`config.mk`:
```
export PLATFORM = sky130hd
export DESIGN_NAME = reaction_sequencer
export DESIGN_NICKNAME = d
export VERILOG_FILES = /design/src/rtl/reaction_sequencer.sv
export SDC_FILE = /design/constraint.sdc
export NUM_CORES = 1
export LEC_CHECK = 0
export BUFFER_PORTS_ARGS = -buffer_cell sky130_fd_sc_hd__buf_2
export CAP_MARGIN = 20
export CORE_ASPECT_RATIO = 1.2
export CORE_MARGIN = 2
export CORE_UTILIZATION = 25
export CTS_CLUSTER_DIAMETER = 40
export DETAILED_ROUTE_END_ITERATION = 6
export SLEW_MARGIN = 15
export SYNTH_ARGS = -nofsm -noshare
export SYNTH_HDL_FRONTEND = slang
export SYNTH_SLANG_ARGS = --single-unit
```
`constraint.sdc`:
```
create_clock -name clk50M -period 5.6 [get_ports clk50M]
set_input_delay 0.56 -clock clk50M [delete_from_list [all_inputs] [get_ports clk50M]]
set_output_delay 0.56 -clock clk50M [all_outputs]
set_load 0.05 [all_outputs]
```
`src/rtl/reaction_sequencer.sv`:
```
// Reaction-timer round controller.
// A round runs arm -> random wait -> stimulus on -> ms reaction measurement -> result hold.
// The controller detects false starts and timeouts and tracks the best reaction time.
// A 1 ms tick is derived locally from clk50M.
//
// Ports:
//   clk50M      in   system clock
//   rst         in   asynchronous active-high reset
//   on          in   game enable (level, clk50M-synchronous); low forces IDLE
//   w           in   raw player button (asynchronous), only its synchronized rising edge is used
//   rnd[11:0]   in   LFSR value, sampled on IDLE->WAIT
//   A1          out  stimulus active (GO state)
//   LED1[9:0]   out  all bits equal A1
//   rt_ms[13:0] out  last reaction time in ms
//   best_ms     out  best valid reaction time, 16383 = none yet
//   new_best    out  one-cycle pulse on best_ms update
//   false_start out  high in FOUL
//   timeout     out  high in DONE when the round timed out
//   busy        out  high in WAIT or GO
module reaction_sequencer #(
  parameter int unsigned CLK_DIV      = 50000,
  parameter int unsigned MIN_DELAY_MS = 1000,
  parameter int unsigned MAX_RT_MS    = 9999
) (
  input  logic        clk50M,
  input  logic        rst,
  input  logic        on,
  input  logic        w,
  input  logic [11:0] rnd,
  output logic        A1,
  output logic [9:0]  LED1,
  output logic [13:0] rt_ms,
  output logic [13:0] best_ms,
  output logic        new_best,
  output logic        false_start,
  output logic        timeout,
  output logic        busy
);

  localparam int unsigned PW = (CLK_DIV > 1) ? $clog2(CLK_DIV) : 1;
  localparam logic [PW-1:0] PRE_LAST  = PW'(CLK_DIV - 1);
  localparam logic [13:0]   MIN_DELAY = 14'(MIN_DELAY_MS);
  localparam logic [13:0]   MAX_RT    = 14'(MAX_RT_MS);
  localparam logic [13:0]   BEST_NONE = 14'h3FFF;

  typedef enum logic [2:0] {
    S_IDLE,
    S_WAIT,
    S_GO,
    S_DONE,
    S_FOUL
  } state_t;

  state_t state_q, state_d;

  logic          w_meta_q, w_sync_q, w_prev_q;
  logic          press;
  logic [PW-1:0] presc_q, presc_d;
  logic          tick;
  logic [13:0]   delay_q, delay_d;
  logic [13:0]   rt_cnt_q, rt_cnt_d;
  logic [13:0]   rt_inc;
  logic [13:0]   rt_ms_q, rt_ms_d;
  logic [13:0]   best_q, best_d;
  logic          new_best_q, new_best_d;
  logic          to_q, to_d;
  logic          a1_q, a1_d;
  logic          entering;

  // Button synchronizer plus edge detector.
  always_ff @(posedge clk50M or posedge rst) begin
    if (rst) begin
      w_meta_q <= 1'b0;
      w_sync_q <= 1'b0;
      w_prev_q <= 1'b0;
    end else begin
      w_meta_q <= w;
      w_sync_q <= w_meta_q;
      w_prev_q <= w_sync_q;
    end
  end

  assign press = w_sync_q & ~w_prev_q;

  // The ms prescaler restarts on entry into WAIT and GO.
  // Wait and reaction times therefore count whole ticks from state entry.
  assign tick     = (presc_q == PRE_LAST);
  assign entering = ((state_d == S_WAIT) && (state_q != S_WAIT)) ||
                    ((state_d == S_GO)   && (state_q != S_GO));

  always_comb begin
    presc_d = presc_q + PW'(1);
    if (entering || tick) presc_d = '0;
  end

  // A tick coinciding with a press counts as elapsed.
  assign rt_inc = rt_cnt_q + {13'd0, tick};

  always_comb begin
    state_d    = state_q;
    delay_d    = delay_q;
    rt_cnt_d   = rt_cnt_q;
    rt_ms_d    = rt_ms_q;
    best_d     = best_q;
    new_best_d = 1'b0;
    to_d       = to_q;
    if (!on) begin
      state_d = S_IDLE;
    end else begin
      case (state_q)
        S_IDLE: begin
          if (press) begin
            state_d = S_WAIT;
            delay_d = MIN_DELAY + {2'b00, rnd};
          end
        end
        S_WAIT: begin
          if (press) begin
            state_d = S_FOUL;
          end else if (tick) begin
            if (delay_q <= 14'd1) begin
              state_d  = S_GO;
              delay_d  = '0;
              rt_cnt_d = '0;
            end else begin
              delay_d = delay_q - 14'd1;
            end
          end
        end
        S_GO: begin
          rt_cnt_d = rt_inc;
          if (press || (rt_inc >= MAX_RT)) begin
            state_d = S_DONE;
            rt_ms_d = (rt_inc >= MAX_RT) ? MAX_RT : rt_inc;
            to_d    = ~press;
            if (press && (rt_inc < best_q)) begin
              best_d     = rt_inc;
              new_best_d = 1'b1;
            end
          end
        end
        S_DONE: begin
          if (press) begin
            state_d = S_IDLE;
            to_d    = 1'b0;
          end
        end
        S_FOUL: begin
          if (press) state_d = S_IDLE;
        end
        default: state_d = S_IDLE;
      endcase
    end
  end

  assign a1_d = (state_d == S_GO);

  always_ff @(posedge clk50M or posedge rst) begin
    if (rst) begin
      state_q    <= S_IDLE;
      presc_q    <= '0;
      delay_q    <= '0;
      rt_cnt_q   <= '0;
      rt_ms_q    <= '0;
      best_q     <= BEST_NONE;
      new_best_q <= 1'b0;
      to_q       <= 1'b0;
      a1_q       <= 1'b0;
    end else begin
      state_q    <= state_d;
      presc_q    <= presc_d;
      delay_q    <= delay_d;
      rt_cnt_q   <= rt_cnt_d;
      rt_ms_q    <= rt_ms_d;
      best_q     <= best_d;
      new_best_q <= new_best_d;
      to_q       <= to_d;
      a1_q       <= a1_d;
    end
  end

  assign A1          = a1_q;
  assign LED1        = {10{a1_q}};
  assign rt_ms       = rt_ms_q;
  assign best_ms     = best_q;
  assign new_best    = new_best_q;
  assign false_start = (state_q == S_FOUL);
  assign timeout     = (state_q == S_DONE) && to_q;
  assign busy        = (state_q == S_WAIT) || (state_q == S_GO);

endmodule

```
==> metrics.md, run 1 <==
| Metric | Value |
|---|---|
| Clk_lat worst skew | 0.35 ns |
| Initial antenna violation count | 0 |
| R2R Path Start | presc_q[8] |
| DRC | 0 |
| Clock-pin slew on the worst setup and hold paths | 0.06 ns |
| H-tree levels | 3 |
| Multi-input logic area | 0.002441 mm² |
| Io pins | 59 |
| Worst min path class | in -> async |
| Most frequent cells in the layout | 67 x dfrtp_1, 58 x buf_2, 52 x nor2_1, 43 x o21ai_0, 42 x nand2_1 |
| Fraction of layout instances using a drive strength above 1 | 20.93% |
| Async SR Flop Fraction | 100.0% |
| DR WL/cell | 13.74 µm |
| Post-CTS setup buffer count | 0 |
| Total negative slack | 0 ns |
| Vias/cell | 4.661 |
| Pre-CTS setup slack | 0.6633 ns |
| Min Tclk post-route | 4.882 ns |
| Final worst-path setup slack | 0.7176 ns |
| Crit start category | flip-flop |
| TritonCTS sink count | 81 |
| GR Util All Layers | 11.57% |
| Biggest cell delay along the critical path | 0.70 ns |
| Critical path fanouts, max | 14 |
| Worst reg-to-reg setup slack | 0.72 ns |
| Drt pass-1 iters | 5 |
| Max Slew Vio Count | 0 |
| RSZ-0062 raised after global routing | no |
| TritonCTS clock tree | yes |
| Status | finished, final reports clean |
| Critical R2R Capture | best_ms[13] |
| Max cap viols | 0 |
| Post-synthesis sequential area ratio | 42.97% |
| Critical path class | reg -> reg |
| Num CTS Buffers | 9 |
| Die area | 0.02016 mm² |
| Antenna Cells | 0 |
| Critical Path, Cell by Cell | nor4bb_1 -> nand4_1 -> inv_1 -> ha_1 -> nand4_1 -> nor3_1 -> xor2_1 -> ha_1 -> a21o_1 -> a21oi_1 -> nor2b_1 -> or4_1 -> or3_1 -> mux2_4 |
| Post-Syn Nets | 546 |
| Die height | 155.1 µm |
| Final Skew | 0.007666 ns |
| Worst slew pin tran | 0.8852 ns |
| Synth Warn # | 0 |
| DR vias | 3799 |
| Number of synthesized flops with an enable pin | 0 |
| Maximum vdd drop | 0.1427 mV |
| Slew HR | 40.59% |
| Post-CTS Resized | 0 |
| FF/Latch Area | 0.002044 mm² |
| FP Rows | 55 |
| Starting Density | 25.33% |
| Nets | 588 |
| Mapped Area | 0.004758 mm² |
| Syn avg cell area | 9.294 µm² |
| Cell leakage power | 2.538 nW |
| Comb pwr share | 11.6% |
| GP Congestion | 0.8137 |
| CTS Root Cell | clkbuf_16 |
| Final Hold Fails | 0 |
| DP HPWL | 8186 µm |
| Port buffer count | 58 |
| First-pass GRT wire length | 18440 µm |
| Slowest cell on crit path | or3_1 |
| Post-synthesis instance total | 512 |
| Die width | 129.9 µm |
| Core area | 0.01879 mm² |
| Final wirelength | 11200 µm |
| Switching part of the total power | 27.01% |
| PwrDens | 259.4 mW/mm² |
| Internal Power | 1.052 mW |
| Predominant post-synthesis flop cell | dfrtp_1 |
| Net Sw Power | 0.3892 mW |
| Routed Antenna Nets | 0 |
| Final setup vio count | 0 |
| Largest net degree at the start of global routing | 51 |
| Tcrit/Tclk final | 87.19% |
| CP required | 5.87 ns |
| Post-synthesis cell type count | 59 |
| Grt total ovfl | 0 |
| Clock network fraction of total power | 41.8% |
| Most common cell after layout, fill and taps aside | dfrtp_1 |
| WP data arrival | 5.15 ns |
| Register bit count reported by yosys | 81 |
| DR iter-0 viols | 212 |
| Vias in the first global route | 3538 |
| Max Fclk | 204.8 MHz |
| Hold_buf cts | 0 |
| Sequential share of power | 46.6% |
| Area Overhead vs Synth | 16.75% |
| Fill count | 1998 |
| Critical path endpoint category | flip-flop |
| Clk buf depth | 2 |
| FF-to-FF path depth | 14 |
[how the worst max path moves through the flow]
stage / start / endpoint / slack (ns)
detailed placement: presc_q[8] / best_ms[13] / 0.66
CTS: presc_q[8] / best_ms[13] / 0.66
floorplan: presc_q[0] / best_ms[0] / 1.31
global route: presc_q[8] / best_ms[13] / 0.33
global placement: presc_q[8] / best_ms[4] / 0.84
finish: presc_q[8] / best_ms[13] / 0.72
[cell families after synthesis]
group                      synth area share, %
AOI/OAI and AO/OA                        16.67
xor gates and xnor gates                 6.626
adders and majority gates                4.733
buffers and inverters                    5.890
DFF                                      42.97
muxes                                    3.786
and+or+nand+nor                          19.33
[through the flow]
step           cells  instance area (µm²)  hold WS, ns  power (mW)  utilization, %
2_1_floorplan    512                 4758       0.3312      0.7995               -
3_3_place_gp     799                 5251       0.3572      0.8480           27.95
3_5_place_dp     799                 5251       0.3561      0.8488           27.95
4_1_cts          815                 5555       0.2575       1.464           29.57
5_1_grt          815                 5555       0.2874       1.519           29.57
6_report         815                 5555       0.2391       1.441           29.57
[power groups by stage]
| stage | Sequential [mW] | Clock (mW) | Combinational (mW) |
|---|---|---|---|
| final | 0.672 | 0.602 | 0.168 |
| after global placement | 0.680 | 0 | 0.169 |
| after global routing | 0.678 | 0.646 | 0.195 |
| after floorplan | 0.668 | 0 | 0.131 |
| after detailed placement | 0.679 | 0 | 0.169 |
| after CTS | 0.670 | 0.624 | 0.169 |
[cell type report]
type,instances,area share (%)
repair buffers,67,6.441
clock buffers,10,4.302
inverters,23,1.577
multi-input cells,372,43.94
well taps,256,5.766
flip-flops and latches,81,36.80
clock inverters,6,1.171
[routing by layer]
layer / wire, µm / vias up / GRT usage [%]
met1: 5282 / 1812 / 15.50
met2: 5459 / 64 / 18.60
met3: 309 / 14 / 2.373
li1: - / 1909 / -
met5: 0 / - / 0
met4: 144 / 0 / 3.789
[worst max-delay path, delay by kind of cell, from the launching register on]
kind | cells | cell delay (ns)
simple gates | 7 | 2.57
fa+ha+maj | 2 | 0.62
flops | 1 | 0.42
mux | 1 | 0.41
compound gates | 2 | 0.31
xor+xnor | 1 | 0.30
buf+inv | 1 | 0.16
[flip-flops by register name (all words and copies together), names as in the netlist, 3 cells and up]
register and cells:
state_q 3, rt_ms 14, delay_q 14, rt_cnt_q 14
best_ms 14, presc_q 16
[Yosys cell counts, drive strengths merged, types with 14 or more instances]
cell	instances	share of area [%]
inv	23	1.8
a21oi	26	2.7
nor2	52	4.1
dfstp	14	7.7
dfrtp	67	35
nand2	43	3.4
buf	17	2.6
ha	18	4.7
clkbuf	19	1.5
o21ai	44	4.6
xnor2	20	3.7
xor2	16	2.9
Note: power is estimated with default switching activity, not from simulation.
==> run 2: changes to the inputs <==
--- a/config.mk
+++ b/config.mk
@@ -12,6 +12,8 @@
 export CORE_UTILIZATION = 25
 export CTS_CLUSTER_DIAMETER = 40
 export DETAILED_ROUTE_END_ITERATION = 6
+export HOLD_SLACK_MARGIN = 0.1
+export PLACE_DENSITY = 0.49
 export SLEW_MARGIN = 15
 export SYNTH_ARGS = -nofsm -noshare
 export SYNTH_HDL_FRONTEND = slang
==> constraint.sdc (replaced) <==
create_clock -name clk50M -period 5.6 [get_ports clk50M]
set_input_delay 1.12 -clock clk50M [delete_from_list [all_inputs] [get_ports clk50M]]
set_output_delay 1.12 -clock clk50M [all_outputs]
set_load 0.05 [all_outputs]
==> run 2 against run 1 <==
Non-clock buffer count shrank 2. First-iteration DRC count shrank 12%. Clock skew is essentially flat. Worst setup slack gained 0.061 ns. Global-route usage grew 0.61 points. Flip-flop and latch count is the same. Register-to-register slack gained 0.06 ns. Combinational power is essentially flat. Worst hold slack gained 0.12 ns. Clock-buffer cell count grew 2.
==> metrics.md, run 2 (synthesis gave the netlist of run 1 again) <==
| Metric | Value |
|---|---|
| Status | finished, final reports clean |
| Num CTS Buffers | 9 |
| CP required | 5.87 ns |
| Largest net degree at the start of global routing | 45 |
| DR iter-0 viols | 187 |
| Most frequent cells in the layout | 67 x dfrtp_1, 58 x buf_2, 52 x nor2_1, 43 x o21ai_0, 42 x nand2_1 |
| Vias in the first global route | 3817 |
| Die height | 155.1 µm |
| Most common cell after layout, fill and taps aside | dfrtp_1 |
| TritonCTS sink count | 81 |
| First-pass GRT wire length | 19350 µm |
| Total negative slack | 0 ns |
| Maximum vdd drop | 0.1285 mV |
| Port buffer count | 58 |
| Max cap viols | 0 |
| Tcrit/Tclk final | 86.10% |
| Die width | 129.9 µm |
| Post-CTS setup buffer count | 0 |
| H-tree levels | 3 |
| Drt pass-1 iters | 5 |
| TritonCTS clock tree | yes |
| Final Hold Fails | 0 |
| PwrDens | 255.6 mW/mm² |
| M1 wire length | 5268 µm |
| GR Util All Layers | 12.18% |
| FP Rows | 55 |
| Antenna Cells | 0 |
| Worst slew pin tran | 0.8387 ns |
| Critical path endpoint category | flip-flop |
| Grt total ovfl | 0 |
| Hold_buf cts | 0 |
| DR vias | 3920 |
| Max Used Layer | met4 |
| WP data arrival | 5.09 ns |
| Clk buf depth | 2 |
| Max Fclk | 207.4 MHz |
| Io pins | 59 |
| Worst min path class | reg -> reg |
| Fin util | 29.38% |
| WL met3 | 385 µm |
| Starting Density | 25.33% |
| Critical Path, Cell by Cell | nor4bb_1 -> nand4_1 -> inv_1 -> ha_1 -> nand4_1 -> nor3_1 -> xor2_1 -> ha_1 -> a21o_1 -> a21oi_1 -> nor2b_1 -> or4_1 -> or3_1 -> mux2_4 |
| Fill count | 1986 |
| CTS Root Cell | clkbuf_16 |
| Slew HR | 43.93% |
| Worst path bufs/invs | 1 |
| Final wirelength | 11750 µm |
| Family with the most delay on the worst path | simple AND/OR/NAND/NOR gates |
| Max Slew Vio Count | 0 |
| DR WL/cell | 14.45 µm |
| Met2 Routed Length | 5993 µm |
| Clk_lat worst skew | 0.34 ns |
| GP Congestion | 0.8032 |
| Vias/cell | 4.822 |
| Min Tclk post-route | 4.822 ns |
| Final Skew | 0.008048 ns |
| Die area | 0.02016 mm² |
| Cell leakage power | 2.510 nW |
| Post-CTS Resized | 0 |
| RSZ-0062 raised after global routing | no |
| Critical path class | reg -> reg |
| Slowest cell on crit path | or3_1 |
| Crit start category | flip-flop |
| Area Overhead vs Synth | 16.01% |
| Nets | 586 |
| DP HPWL | 8633 µm |
| DRC | 0 |
| Fraction of layout instances using a drive strength above 1 | 20.47% |
| Final setup vio count | 0 |
| Clock-pin slew on the worst setup and hold paths | 0.06 ns |
| Biggest register | presc_q |
| Biggest cell delay along the critical path | 0.72 ns |
| Initial antenna violation count | 0 |
| Core area | 0.01879 mm² |
| Routed Antenna Nets | 0 |
| Critical path fanouts, max | 14 |
| Max FFs per register | 16 |
-- run 2: changes by cell type in the layout (fill, tap and decap cells not counted), sizes merged --
cell	change
clkbuf	+2
buf	-2
bufinv	-1
clkinv	-2
inv	-1
clkinvlp	+2
-- run 2: cell type report --
class                   count  area (µm²)  area share, %
well taps                 256       320.3          5.802
inverters                  23       87.58          1.587
clock inverters             4       27.53         0.4986
repair buffers             65       342.8          6.210
clock buffers              12       256.5          4.646
multi-input cells         372        2441          44.22
flip-flops and latches     81        2044          37.04
-- run 2: routing by layer --
layer	up-vias	track usage [%]
met5	-	0
met4	0	3.943
met3	9	2.923
met2	69	20.77
met1	1935	15.04
li1	1907	-
-- run 2: power breakdown --
part | leakage, nW | internal (mW) | switching, mW
combinational | 1.35 | 0.0650 | 0.106
sequential | 1.03 | 0.628 | 0.0442
clock | 0.131 | 0.324 | 0.244
-- run 2: final timing paths --
path / slack (ns) / depth (start not counted) / from / to
min reg2reg: 0.36 / 0 / w_meta_q / w_sync_q
min in group asynchronous: 0.88 / 2 / rst / rt_ms[8]
max in group asynchronous: 3.72 / 3 / rst / presc_q[0]
max: 0.78 / 14 / presc_q[8] / best_ms[1]
max reg2reg: 0.78 / 14 / presc_q[8] / best_ms[1]
min: 0.36 / 0 / w_meta_q / w_sync_q
-- run 2: stage by stage --
| step | worst slack (ns) | cells | total power, mW | area, µm² | hold WS (ns) |
|---|---|---|---|---|---|
| final | 0.7784 | 813 | 1.411 | 5520 | 0.3571 |
| after global routing | 0.3812 | 813 | 1.483 | 5520 | 0.3750 |
| after CTS | 0.7465 | 813 | 1.431 | 5520 | 0.3599 |
| after detailed placement | 0.7510 | 797 | 0.8541 | 5236 | 0.3457 |
| after global placement | 0.8707 | 797 | 0.8477 | 5236 | 0.3408 |
| after floorplan | 1.307 | 512 | 0.7995 | 4758 | 0.3312 |
